<file path="src/rtl/izh_pkg.sv">
// ---------------------------------------------------------------------------
// izh_pkg
// Shared definitions for the Izhikevich spike monitor slice: default field
// widths, the "no ISI measured" marker and the monitor state encoding.
// ---------------------------------------------------------------------------
package izh_pkg;

  localparam int DEF_WIN_W = 16;
  localparam int DEF_CNT_W = 8;
  localparam int DEF_ISI_W = 12;

  // All-ones min-ISI means fewer than two events were seen to measure between
  localparam logic [DEF_ISI_W-1:0] ISI_NONE = '1;

  typedef enum logic {
    IDLE = 1'b0,
    RUN  = 1'b1
  } state_t;

endpackage

</file>
<file path="src/rtl/izh_spike_monitor_if.sv">
// ---------------------------------------------------------------------------
// izh_spike_monitor_if
// Valid/ready summary-record channel from the spike monitor to the readout.
//   out_valid   : record available (producer)
//   out_ready   : consumer accepts record (consumer)
//   out_count   : spikes in the completed window
//   out_isi_min : minimum inter-spike interval, all-ones = none measured
//   out_vpeak   : maximum membrane value seen in the window
// ---------------------------------------------------------------------------
interface izh_spike_monitor_if #(
  parameter int CNT_W = izh_pkg::DEF_CNT_W,
  parameter int ISI_W = izh_pkg::DEF_ISI_W
);

  logic             out_valid;
  logic             out_ready;
  logic [CNT_W-1:0] out_count;
  logic [ISI_W-1:0] out_isi_min;
  logic [7:0]       out_vpeak;

  modport master (
    output out_valid,
    output out_count,
    output out_isi_min,
    output out_vpeak,
    input  out_ready
  );

  modport slave (
    input  out_valid,
    input  out_count,
    input  out_isi_min,
    input  out_vpeak,
    output out_ready
  );

endinterface

</file>
<file path="src/rtl/izh_edge_counter.sv">
// ---------------------------------------------------------------------------
// izh_edge_counter
// Rising-edge spike detection plus the per-window spike count and the
// running inter-spike-interval measurement.
//   clk, reset_n : clock, asynchronous active-low reset
//   spike        : neuron spike level
//   start        : window sequence is starting from idle (clear accumulators)
//   run          : a monitored cycle is in progress
//   abort        : monitoring stopped mid-window (drop ISI history)
//   win_end      : current run cycle is the last of the window
//   count_fin    : spike count including this cycle's event
//   isi_min_fin  : minimum ISI including this cycle's event
// ---------------------------------------------------------------------------
module izh_edge_counter import izh_pkg::*; #(
  parameter int CNT_W = DEF_CNT_W,
  parameter int ISI_W = DEF_ISI_W
) (
  input  logic             clk,
  input  logic             reset_n,
  input  logic             spike,
  input  logic             start,
  input  logic             run,
  input  logic             abort,
  input  logic             win_end,
  output logic [CNT_W-1:0] count_fin,
  output logic [ISI_W-1:0] isi_min_fin
);

  localparam logic [CNT_W-1:0] CNT_MAX = '1;
  localparam logic [ISI_W-1:0] ISI_MAX = '1;

  logic             spike_d;
  logic             evt;
  logic             have_prev;
  logic [CNT_W-1:0] acc_count;
  logic [ISI_W-1:0] acc_isi_min;
  logic [ISI_W-1:0] isi_cnt;
  logic [ISI_W-1:0] isi_next;

  // A spike held high for several cycles is a single event
  assign evt = spike & ~spike_d;

  // Window totals as they stand after this cycle, so the last cycle's event
  // is included in the record committed at window end
  always_comb begin
    count_fin   = acc_count;
    isi_min_fin = acc_isi_min;
    isi_next    = isi_cnt;
    if (evt && (acc_count != CNT_MAX)) begin
      count_fin = acc_count + CNT_W'(1);
    end
    if (evt && have_prev && (isi_cnt < acc_isi_min)) begin
      isi_min_fin = isi_cnt;
    end
    if (evt) begin
      isi_next = ISI_W'(1);
    end else if (isi_cnt != ISI_MAX) begin
      isi_next = isi_cnt + ISI_W'(1);
    end
  end

  // ISI history survives window boundaries; only an abort or reset drops it
  always_ff @(posedge clk or negedge reset_n) begin
    if (!reset_n) begin
      spike_d     <= 1'b0;
      have_prev   <= 1'b0;
      acc_count   <= '0;
      acc_isi_min <= '0;
      isi_cnt     <= '0;
    end else begin
      spike_d <= spike;
      if (start) begin
        acc_count   <= '0;
        acc_isi_min <= ISI_MAX;
      end else if (run) begin
        isi_cnt   <= isi_next;
        have_prev <= have_prev | evt;
        if (win_end) begin
          acc_count   <= '0;
          acc_isi_min <= ISI_MAX;
        end else begin
          acc_count   <= count_fin;
          acc_isi_min <= isi_min_fin;
        end
      end else if (abort) begin
        isi_cnt   <= '0;
        have_prev <= 1'b0;
      end
    end
  end

endmodule

</file>
<file path="src/rtl/izh_spike_monitor.sv">
// ---------------------------------------------------------------------------
// izh_spike_monitor
// Watches the neuron spike flag and membrane value over fixed-length windows
// and emits one {count, min ISI, peak v} record per window over valid/ready.
//   clk, reset_n : clock, asynchronous active-low reset
//   en           : monitoring enable
//   window_len   : window length in cycles (0 behaves as 1), sampled per window
//   spike, v     : neuron spike level and unsigned membrane value
//   out_bus      : summary record channel (master side)
//   out_overrun  : sticky, a completed window's record was dropped
//   busy         : monitor is in the RUN state
// ---------------------------------------------------------------------------
module izh_spike_monitor import izh_pkg::*; #(
  parameter int WIN_W = DEF_WIN_W,
  parameter int CNT_W = DEF_CNT_W,
  parameter int ISI_W = DEF_ISI_W
) (
  input  logic              clk,
  input  logic              reset_n,
  input  logic              en,
  input  logic [WIN_W-1:0]  window_len,
  input  logic              spike,
  input  logic [7:0]        v,
  izh_spike_monitor_if.master out_bus,
  output logic              out_overrun,
  output logic              busy
);

  state_t           state;
  state_t           state_next;
  logic             start;
  logic             run;
  logic             abort;
  logic             win_end;
  logic             commit_load;
  logic             commit_drop;
  logic             accept;
  logic [WIN_W-1:0] cyc;
  logic [WIN_W-1:0] win_len_q;
  logic [WIN_W-1:0] win_len_sel;
  logic [7:0]       acc_vpeak;
  logic [7:0]       vpeak_fin;
  logic [CNT_W-1:0] count_fin;
  logic [ISI_W-1:0] isi_min_fin;

  izh_edge_counter #(
    .CNT_W (CNT_W),
    .ISI_W (ISI_W)
  ) u_edge (
    .clk         (clk),
    .reset_n     (reset_n),
    .spike       (spike),
    .start       (start),
    .run         (run),
    .abort       (abort),
    .win_end     (win_end),
    .count_fin   (count_fin),
    .isi_min_fin (isi_min_fin)
  );

  always_comb begin
    state_next = state;
    start      = 1'b0;
    run        = 1'b0;
    abort      = 1'b0;
    case (state)
      IDLE: begin
        if (en) begin
          start      = 1'b1;
          state_next = RUN;
        end
      end
      RUN: begin
        if (en) begin
          run = 1'b1;
        end else begin
          abort      = 1'b1;
          state_next = IDLE;
        end
      end
      default: state_next = IDLE;
    endcase
  end

  // A zero length would never reach its last cycle, so it is run as 1
  assign win_len_sel = (window_len == '0) ? WIN_W'(1) : window_len;
  assign win_end     = run && (cyc == (win_len_q - WIN_W'(1)));
  assign vpeak_fin   = (v > acc_vpeak) ? v : acc_vpeak;
  assign busy        = (state == RUN);

  // A held record can be replaced in the same edge it is consumed
  assign accept      = out_bus.out_valid & out_bus.out_ready;
  assign commit_load = win_end & (~out_bus.out_valid | out_bus.out_ready);
  assign commit_drop = win_end & out_bus.out_valid & ~out_bus.out_ready;

  // Window accumulators restart in the window-end edge itself, so windows
  // follow back to back with no gap cycles
  always_ff @(posedge clk or negedge reset_n) begin
    if (!reset_n) begin
      state     <= IDLE;
      cyc       <= '0;
      win_len_q <= '0;
      acc_vpeak <= '0;
    end else begin
      state <= state_next;
      if (start) begin
        win_len_q <= win_len_sel;
        cyc       <= '0;
        acc_vpeak <= '0;
      end else if (run) begin
        if (win_end) begin
          win_len_q <= win_len_sel;
          cyc       <= '0;
          acc_vpeak <= '0;
        end else begin
          cyc       <= cyc + WIN_W'(1);
          acc_vpeak <= vpeak_fin;
        end
      end
    end
  end

  // Fields hold their last record after consumption and while stalled
  always_ff @(posedge clk or negedge reset_n) begin
    if (!reset_n) begin
      out_bus.out_valid   <= 1'b0;
      out_bus.out_count   <= '0;
      out_bus.out_isi_min <= '0;
      out_bus.out_vpeak   <= '0;
      out_overrun         <= 1'b0;
    end else if (commit_load) begin
      out_bus.out_valid   <= 1'b1;
      out_bus.out_count   <= count_fin;
      out_bus.out_isi_min <= isi_min_fin;
      out_bus.out_vpeak   <= vpeak_fin;
    end else begin
      if (commit_drop) begin
        out_overrun <= 1'b1;
      end
      if (accept) begin
        out_bus.out_valid <= 1'b0;
      end
    end
  end

endmodule

</file>
<file path="src/flat_wrapper.sv">
// flat-port wrapper written by rule: the top's interface ports become plain ports
module izh_spike_monitor_flat import izh_pkg::*;
#(
  parameter int WIN_W = DEF_WIN_W,
  parameter int CNT_W = DEF_CNT_W,
  parameter int ISI_W = DEF_ISI_W
)
  (clk, reset_n, en, window_len, spike, v, out_overrun, busy, out_bus_out_valid, out_bus_out_count, out_bus_out_isi_min, out_bus_out_vpeak, out_bus_out_ready);
  izh_spike_monitor_if #(.CNT_W(CNT_W), .ISI_W(ISI_W)) out_bus_i ();
  input  logic clk;
  input  logic reset_n;
  input  logic en;
  input  logic [WIN_W-1:0] window_len;
  input  logic spike;
  input  logic [7:0] v;
  output logic out_overrun;
  output logic busy;
  output wire logic [$bits(out_bus_i.out_valid)-1:0] out_bus_out_valid;
  output wire logic [$bits(out_bus_i.out_count)-1:0] out_bus_out_count;
  output wire logic [$bits(out_bus_i.out_isi_min)-1:0] out_bus_out_isi_min;
  output wire logic [$bits(out_bus_i.out_vpeak)-1:0] out_bus_out_vpeak;
  input wire logic [$bits(out_bus_i.out_ready)-1:0] out_bus_out_ready;
  assign out_bus_out_valid = out_bus_i.out_valid;
  assign out_bus_out_count = out_bus_i.out_count;
  assign out_bus_out_isi_min = out_bus_i.out_isi_min;
  assign out_bus_out_vpeak = out_bus_i.out_vpeak;
  assign out_bus_i.out_ready = out_bus_out_ready;
  izh_spike_monitor #(.WIN_W(WIN_W), .CNT_W(CNT_W), .ISI_W(ISI_W)) u_core (.clk(clk), .reset_n(reset_n), .en(en), .window_len(window_len), .spike(spike), .v(v), .out_bus(out_bus_i), .out_overrun(out_overrun), .busy(busy));
endmodule
</file>
<file path="config.mk">
export PLATFORM = sky130hd
export DESIGN_NAME = izh_spike_monitor_flat
export DESIGN_NICKNAME = d
export VERILOG_FILES = /design/src/rtl/izh_pkg.sv /design/src/rtl/izh_spike_monitor_if.sv /design/src/rtl/izh_edge_counter.sv /design/src/rtl/izh_spike_monitor.sv /design/src/flat_wrapper.sv
export SDC_FILE = /design/constraint.sdc
export NUM_CORES = 1
export LEC_CHECK = 0
export ABC_CLOCK_PERIOD_IN_PS = 3150
export CAP_MARGIN = 20
export CORE_AREA = 2 2 113 115
export CTS_CLUSTER_SIZE = 12
export DETAILED_ROUTE_END_ITERATION = 10
export DIE_AREA = 0 0 115 117
export HOLD_SLACK_MARGIN = 0.02
export PLACE_DENSITY = 0.72
export SYNTH_ARGS = -nofsm -noshare
export SYNTH_HDL_FRONTEND = slang
export SYNTH_HIERARCHICAL = 1
export SYNTH_SLANG_ARGS = --single-unit
</file>
<file path="constraint.sdc">
create_clock -name clk -period 3.15 [get_ports clk]
set_clock_uncertainty 0.1 [all_clocks]
set_input_delay 0.63 -clock clk [delete_from_list [all_inputs] [get_ports clk]]
set_output_delay 0.63 -clock clk [all_outputs]
set_load 0.02 [all_outputs]
</file>
==> metrics <==
post-route cell area between 7000 and 8000 sq um; maximum vdd ir drop 0.354 mV; Yosys reg bits approximately 110; Reg power frac 47.4%; CTS tree yes; Total Wirelength roughly 14,000 um; H-tree levels 3; Max Clock Freq 334 MHz; post-synth cell types 65; CTS buffer count 9; Critical Path Sink Type register; switching share of power 28.4%; DR pass1 iterations 4; clk buf depth 2; chip width 115 um; nets 716; worst-path maximum fanout 6; Die H 117 um; leakage ~3.2 nW; status finished clean; # IOs 60; core area 12,300 sq um; clk sinks 105; share of cells above drive strength 1 15.4%; Data required, critical path 3.29 ns; initial core utilization 50.7%; Startpoint Class register; DR vias/cell around 6; combinational fraction of design power 17.2%; P_sw 911 uW; Mapped Area roughly 6200 sq um; unrepaired setup endpoints after global routing false; WL/cell 17.6 um; Starting DRT DRC Count approximately 250; Cell Pwr Density 434 nW/um^2; diode count 0; sequential cell area fraction in the yosys report a little over two fifths; cell row count between 40 and 50; IO Port Bufs 59; clock root buffer clkbuf_16; Hold WC Path Type primary input to async pin; Skew-Pair Late Insertion Delay 0.36 ns; clock share of power 35.4%; max-cap violations 0; Final TNS setup 0 ns; Tmin final roughly 3.0 ns; Mean Syn Cell Area roughly 10 sq um; Final Slew Violations 0; Final ANT Viol Nets 0; Routability Congestion 0.903; slew margin rel. 48.8%; syn_nets 656; Worst Tran Pin Value 0.766 ns; grt ovf 0; residual DRC count 0; final worst-path cycle share a little over nine tenths; Placed Area 7020 sq um; hpwl dp 10,200 um; Final Hold Vio Count 0; Die Area 13,500 sq um; async set or reset register ratio after synthesis 100%; Critical Path AT 3.14 ns; clk slew on worst S/H paths 0.07 ns; largest net degree at the start of global routing 79; Mapped Cells 604; Tot GR Track Use 22.5%; detailed-route via count 4,772; synth warn 6; internal power consumption 2.29 mW; Area Growth Syn to Fin 18.3%; WS Path Type register to register; count of final setup violators 0; commonest non-fill, non-tap cells in the layout 105 x dfrtp_1, 58 x clkdlybuf4s50_1, 58 x nor2_1, 33 x nand2_1, 31 x inv_1; top_reg_cell synth dfrtp_1; vias in the first global route 4,742; Post-synth EDFFs 0; initial antenna violation count 0; commonest non-fill, non-tap cell in the layout dfrtp_1; global-route wire length before repair 23,400 um
Yosys cell counts, types with 5 or more instances:
cell	number	share of area, %
nand4_1	14	1.4
nand3_1	24	1.9
nor3_1	7	0.56
dfrtp_1	105	42
buf_2	6	0.48
o21ai_0	27	2.2
inv_1	31	1.9
mux2_2	18	3.2
mux2i_1	10	1.6
nor4_1	6	0.60
a211oi_1	28	3.4
and3_1	6	0.60
clkbuf_1	18	1.1
a31oi_1	7	0.70
and2_1	5	0.50
nand2_1	33	2.0
a21oi_1	13	1.0
nor2_1	58	3.5
mux2_4	18	4.3
buf_6	6	1.1
nand2b_1	10	1.0
or3_1	5	0.50
mux2_1	15	2.7
ha_1	23	4.6
xnor2_1	20	2.8
a32o_1	10	1.6
xor2_1	23	3.2
kinds of logic after synthesis:
kind of cell,count (synthesis),share of synthesized area (%)
flip-flops,105,42.1
multiplexers,61,11.9
XOR/XNOR,43,6.04
AO/OA/AOI/OAI,110,12.9
AND/OR/NAND/NOR,197,17.1
buffers and inverters,65,5.39
adder cells (fa/ha/maj),23,4.61
through the flow:
stage	utilization [%]	instances	hold slack (ns)	worst slack [ns]	power, mW
finish	60.0	819	0.0925	0.152	3.20
global route	60.0	819	0.112	0.00381	3.36
CTS	59.5	818	0.101	0.0538	3.23
detailed placement	57.0	801	0.399	-0.128	2.08
global placement	57.0	801	0.393	-0.0410	2.06
floorplan	-	604	0.234	0.0205	1.89
cell type report:
class	count	area, sq um
Clock buffer	10	229
Clock inverter	6	67.6
Fill cell	1032	4930
Inverter	31	116
Multi-Input combinational cell	434	3310
Sequential cell	105	2630
Tap cell	150	188
Timing Repair Buffer	83	848
final timing paths:
| path | start | to | slack [ns] | cells past startpoint |
|---|---|---|---|---|
| min in group clk | u_core/out_bus.out_isi_min[0] | u_core/out_bus.out_isi_min[0] | 0.41 | 1 |
| min reg2reg | u_core/out_bus.out_isi_min[0] | u_core/out_bus.out_isi_min[0] | 0.41 | 1 |
| min | reset_n | u_core/out_bus.out_vpeak[5] | 0.09 | 1 |
| max in group asynchronous | reset_n | u_core/out_bus.out_count[5] | 2.11 | 2 |
| max reg2reg | u_core/win_len_q[0] | u_core/acc_vpeak[0] | 0.15 | 10 |
| max | u_core/win_len_q[0] | u_core/acc_vpeak[0] | 0.15 | 10 |
what timing repair did:
| action | CTS | global route |
|---|---|---|
| gates resized for setup | 1 | 6 |
| setup buffers | 1 | 0 |
| gates cloned | 0 | 1 |
| pin swaps | 0 | 4 |
| endpoints found under the setup margin | 10 | 54 |
| hold buffers | 0 | 0 |
metal layers:
metal  vias up  track usage, %  share of wire [%]
met2       103            38.0                 49
li1       2298               -                  -
met3        33            5.46                4.1
met4         0            9.16                2.9
met5         -               0                  0
met1      2338            27.9                 44
power groups by stage:
| stage | Combinational [mW] | Clock, mW | Sequential (mW) |
|---|---|---|---|
| after CTS | 0.545 | 1.17 | 1.52 |
| after floorplan | 0.380 | 0 | 1.51 |
| after global placement | 0.519 | 0 | 1.54 |
| after detailed placement | 0.538 | 0 | 1.54 |
| final | 0.552 | 1.13 | 1.52 |
| after global routing | 0.608 | 1.22 | 1.53 |
sequential cells by signal, summed over array words and instances (netlist names):
| name | count |
|---|---|
| u_core/u_edge/isi_cnt | 12 |
| u_core/out_bus.out_vpeak | 8 |
| u_core/win_len_q | 16 |
| u_core/busy | 1 |
| u_core/u_edge/acc_isi_min | 12 |
| u_core/out_bus.out_isi_min | 12 |
| u_core/cyc | 16 |
| u_core/out_bus.out_valid | 1 |
| u_core/u_edge/spike_d | 1 |
| u_core/u_edge/have_prev | 1 |
| u_core/out_bus.out_count | 8 |
| u_core/u_edge/acc_count | 8 |
| u_core/acc_vpeak | 8 |
| u_core/out_overrun | 1 |
critical path: stages, from the launching register on:
cell and delay [ns]:
dfrtp_1 0.44, inv_1 0.12, ha_2 0.22, nor4b_4 0.27, buf_4 0.18, nor3b_2 0.17
nand2_1 0.09, o211ai_1 0.20, nand2_1 0.19, or4b_4 0.61, a32o_1 0.29
Power figures use the tool's default switching activity.
==> edit 1 (same settings) <==
Make the reset (`reset_n`) synchronous in 3 clocked blocks. Comments in the files are not updated.
--- a/src/rtl/izh_edge_counter.sv
+++ b/src/rtl/izh_edge_counter.sv
@@ -60,7 +60,7 @@
   end
 
   // ISI history survives window boundaries; only an abort or reset drops it
-  always_ff @(posedge clk or negedge reset_n) begin
+  always_ff @(posedge clk) begin
     if (!reset_n) begin
       spike_d     <= 1'b0;
       have_prev   <= 1'b0;
--- a/src/rtl/izh_spike_monitor.sv
+++ b/src/rtl/izh_spike_monitor.sv
@@ -95,7 +95,7 @@
 
   // Window accumulators restart in the window-end edge itself, so windows
   // follow back to back with no gap cycles
-  always_ff @(posedge clk or negedge reset_n) begin
+  always_ff @(posedge clk) begin
     if (!reset_n) begin
       state     <= IDLE;
       cyc       <= '0;
@@ -121,7 +121,7 @@
   end
 
   // Fields hold their last record after consumption and while stalled
-  always_ff @(posedge clk or negedge reset_n) begin
+  always_ff @(posedge clk) begin
     if (!reset_n) begin
       out_bus.out_valid   <= 1'b0;
       out_bus.out_count   <= '0;
Function: differs if reset_n is asserted again (counterexample within 4 cycles, from zero or initial values and one cycle with reset_n low); with reset_n held inactive, the same outputs for 4 cycles.
==> edit 1 against the original RTL <==
- sequential share of layout area decreased by 5.6 points
- power decreased by 8.5%
- cell area fell by 4.9%
- combinational power decreased by 29%
- sequential cell count unchanged
- sequential power shrank 9%
- routed wire length fell by 3.7%
- area after synthesis shrank 5.6%
- first-iteration DRC count is 17% higher
- hold slack improved by 0.27 ns
- fmax is 1.5% higher
- setup slack improved by 0.044 ns
==> edit 1: results (changes against the original RTL) <==
[layout]
nets = 814  ; +14%
top_regs = u_core/cyc: 16 flops, u_core/win_len_q: 16 flops
fill_cells = 1087  ; +5.3%
drive_above_1_share_pct = 10.4  ; -5.0 points

[grt]
grt_usage_pct = 21.3  ; -1.2 points
grt_pass1_wl_mm = 23.4  ; -0.26%
grt_start_max_net_pins = 29  ; -63%
grt_use_met1_pct = 27.9  ; about the same
grtUsageMet3_pct = 3.60  ; -1.9 points
grt_pass1_vias = 4972  ; +4.9%
grt_use_met2_pct = 35.6  ; -2.4 points

[sta]
worst_pin_slew_ns = 0.640  ; -0.126 ns

[routing]
drt-initial-drc-count = 288  ; +17%
dr.pass1.iters = 5  ; +1
wl_met2_mm = 6.53  ; -7.7%
routed_via_density = 5.71  ; -2.0%
routedWlPerCell_um = 15.1  ; -14%

[placed_design]
dp_cells = 900  ; +12%
routabilityCongestion = 0.894  ; -0.92%
dp_hpwl_mm = 10.0  ; -1.8%

[worst_setup_path]
max_stage_delay_ns = 0.51  ; -0.10 ns
crit_family = simple AND/OR/NAND/NOR gates
slowest_stage = or4_1
worstSetupStartpoint = u_core/win_len_q[0]$_SDFFE_PN0P_
worstPathMaxFanout = 5  ; -1
worstPathArrival_ns = 3.09  ; -0.05 ns
worstSetupEndpoint = u_core/u_edge/acc_count[0]$_SDFFE_PP0P_
rrSetupSlack_ns = 0.20  ; +0.04 ns
r2r_cells = 13  ; +3

[status]
status = complete, no violations

[synth]
syn_nets = 751  ; +14%
synthTopCellsByCount = dfxtp_1, nand2_1, nor2_1
ys_seq_area_share_pct = 35.7  ; -6.4 points
syn_avg_cell_area_um2 = 8.43  ; -18%
synth-async-reset-ratio_pct = 0  ; -100 points
synth_area_leaders = dfxtp_1, nand2_1, mux2i_1, ha_1, xnor2_1

[power]
peakVddDrop_v = 0.000249  ; -30%
switching_power_mw = 0.754  ; -17%
power_leakage_nw = 2.57  ; -21%

[worst_hold_path]
hold_class = flip-flop to flip-flop

[clocking]
clk_pin_slew_ns = 0.07  ; about the same

[edit 1: worst min-delay path: stages (launching register included)]
cell and delay [ns]:
dfxtp_1 0.31, nand2_1 0.05, mux2i_1 0.05
[edit 1: what timing repair did]
item,in CTS,in global routing
gates resized for setup,0,5
endpoints found under the setup margin,0,26
endpoints found under the hold margin,0,0
setup buffers,0,1
[edit 1: area by class of cell]
| class | instances | area (um^2) | share of cell area, % |
|---|---|---|---|
| clock buffer | 11 | 243 | 3.46 |
| clock inverter | 5 | 63.8 | 0.909 |
| inverter | 32 | 120 | 1.71 |
| multi-input combinational | 525 | 3460 | 49.4 |
| sequential | 105 | 2100 | 30.0 |
| tap | 150 | 188 | 2.67 |
| timing repair buffer | 89 | 836 | 11.9 |
[edit 1: stage by stage]
stage | setup slack, ns | hold WS (ns) | power (mW) | setup TNS [ns] | instance area (um^2)
after floorplan | 0.0885 | 0.347 | 1.67 | 0 | 5890
after global placement | 0.0280 | 0.348 | 1.79 | 0 | 6690
after CTS | 0.0131 | 0.362 | 2.95 | 0 | 7000
after global routing | 0.0347 | 0.380 | 3.06 | 0 | 7020
after detailed placement | -0.113 | 0.348 | 1.80 | -1.54 | 6690
final | 0.196 | 0.359 | 2.93 | 0 | 7020
[edit 1: kinds of logic after synthesis]
kind of cell               after synthesis  synth area share, %
xor gates and xnor gates                49                 7.52
AOI/OAI and AO/OA                      161                 18.1
and+or+nand+nor                        260                 22.7
buffers and inverters                   69                 5.65
muxes                                   32                 5.50
adders and majority gates               23                 4.89
DFF                                    105                 35.7
[edit 1: power groups by stage]
stage                     clock network [mW]  registers (mW)  logic (mW)
after floorplan                            0            1.41       0.259
after global placement                     0            1.42       0.370
after detailed placement                   0            1.42       0.380
after CTS                               1.18            1.39       0.385
after global routing                    1.23            1.39       0.435
final                                   1.15            1.39       0.392
==> edit 2 (config.mk and constraints unchanged) <==
Without the edit above. The package constant `DEF_WIN_W` goes from 16 to 24.
--- a/src/rtl/izh_pkg.sv
+++ b/src/rtl/izh_pkg.sv
@@ -5,7 +5,7 @@
 // ---------------------------------------------------------------------------
 package izh_pkg;
 
-  localparam int DEF_WIN_W = 16;
+  localparam int DEF_WIN_W = 24;
   localparam int DEF_CNT_W = 8;
   localparam int DEF_ISI_W = 12;
 
Ports: changed (resized window_len); port bits go from 60 to 68. The function was not compared with the original's and may differ.
==> edit 2 against the original RTL <==
- the flow now finishes with violations (setup timing)
- area after synthesis is 19% higher
- clock power up 69%
- sequential share of layout area fell by 5.4 points
- power increased by 45%
- count of clock-buffer cells in the layout rose by 14
- sequential power up 16%
- sequential cell count grew 16
- first-iteration DRC count rose by 100%
- via count increased by 39%
- setup slack worse by 0.48 ns
- cell area increased by 36%
- utilization rose by 21 points
- routed wire length increased by 48%
- critical endpoint is now u_core/out_bus.out_vpeak[2]$_DFFE_PN0P_
==> edit 2: results (changes against the original RTL) <==
[layout]
nonClockBufferCount = 159  ; +92%
fill_cells = 722  ; -30%
n_clock_buffer = 24  ; +14
clk_share_pct = 5.84  ; +1.8 points
drive_above_1_share_pct = 29.2  ; +14 points
nNonClkInverters = 34  ; +9.7%
multi_input_gates = 557  ; +28%

[routing]
routed_wl_mm = 21.3  ; +48%

[sta]
tns_ns = -24.34  ; -24.34 ns
setup_viol = 104  ; +104
setup_ws_ns = -0.327  ; -0.479 ns

[synth]
syn_nets = 811  ; +24%
synthMuxAreaShare_pct = 9.47  ; -2.4 points
syn_inst = 751  ; +24%
synth_area_leaders = dfrtp_1, mux2_4, ha_1, nor2_1, xnor2_1
synthTopCellsByCount = dfrtp_1, nor2_1, nand2_1

[status]
status = finished with violations
violations = setup timing

[placed_design]
pre_cts_ws_ns = -0.529  ; -0.401 ns
routabilityCongestion = 0.928  ; +2.8%

[power]
p_seq_share_pct = 37.8  ; -9.6 points
switching_power_mw = 1.29  ; +42%

[grt]
grt_pass1_vias = 6439  ; +36%

[worst_setup_path]
r2r_cells = 14  ; +4
worstPathMaxFanout = 7  ; +1

[clocking]
cts_buffers = 17  ; +8
htree_levels = 4  ; +1
clkLatencyLatePin_ns = 0.42  ; +0.06 ns

edit 2: worst max path at each step:
stage,to,slack (ns)
floorplan,u_core/win_len_q[13]$_DFFE_PN0P_,-0.09
finish,u_core/out_bus.out_vpeak[2]$_DFFE_PN0P_,-0.33
detailed placement,u_core/win_len_q[17]$_DFFE_PN0P_,-0.53
global route,u_core/win_len_q[2]$_DFFE_PN0P_,-0.39
CTS,u_core/out_bus.out_count[3]$_DFFE_PN0P_,-0.19
global placement,u_core/win_len_q[13]$_DFFE_PN0P_,-0.44
edit 2: cells by family (layout without fill, tap and decap cells):
group	after synthesis	count (layout)
compound gates	157	157
buf+inv	73	225
xor+xnor	52	52
simple gates	269	269
mux	56	56
fa+ha+maj	23	23
flops	121	121
edit 2: metal layers:
metal / global-route usage [%] / vias up / wire [um]
met5: 0 / - / 0
met4: 15.5 / 0 / 994
met3: 4.53 / 73 / 1030
met2: 52.5 / 269 / 10600
met1: 38.5 / 3269 / 8660
li1: - / 3024 / -
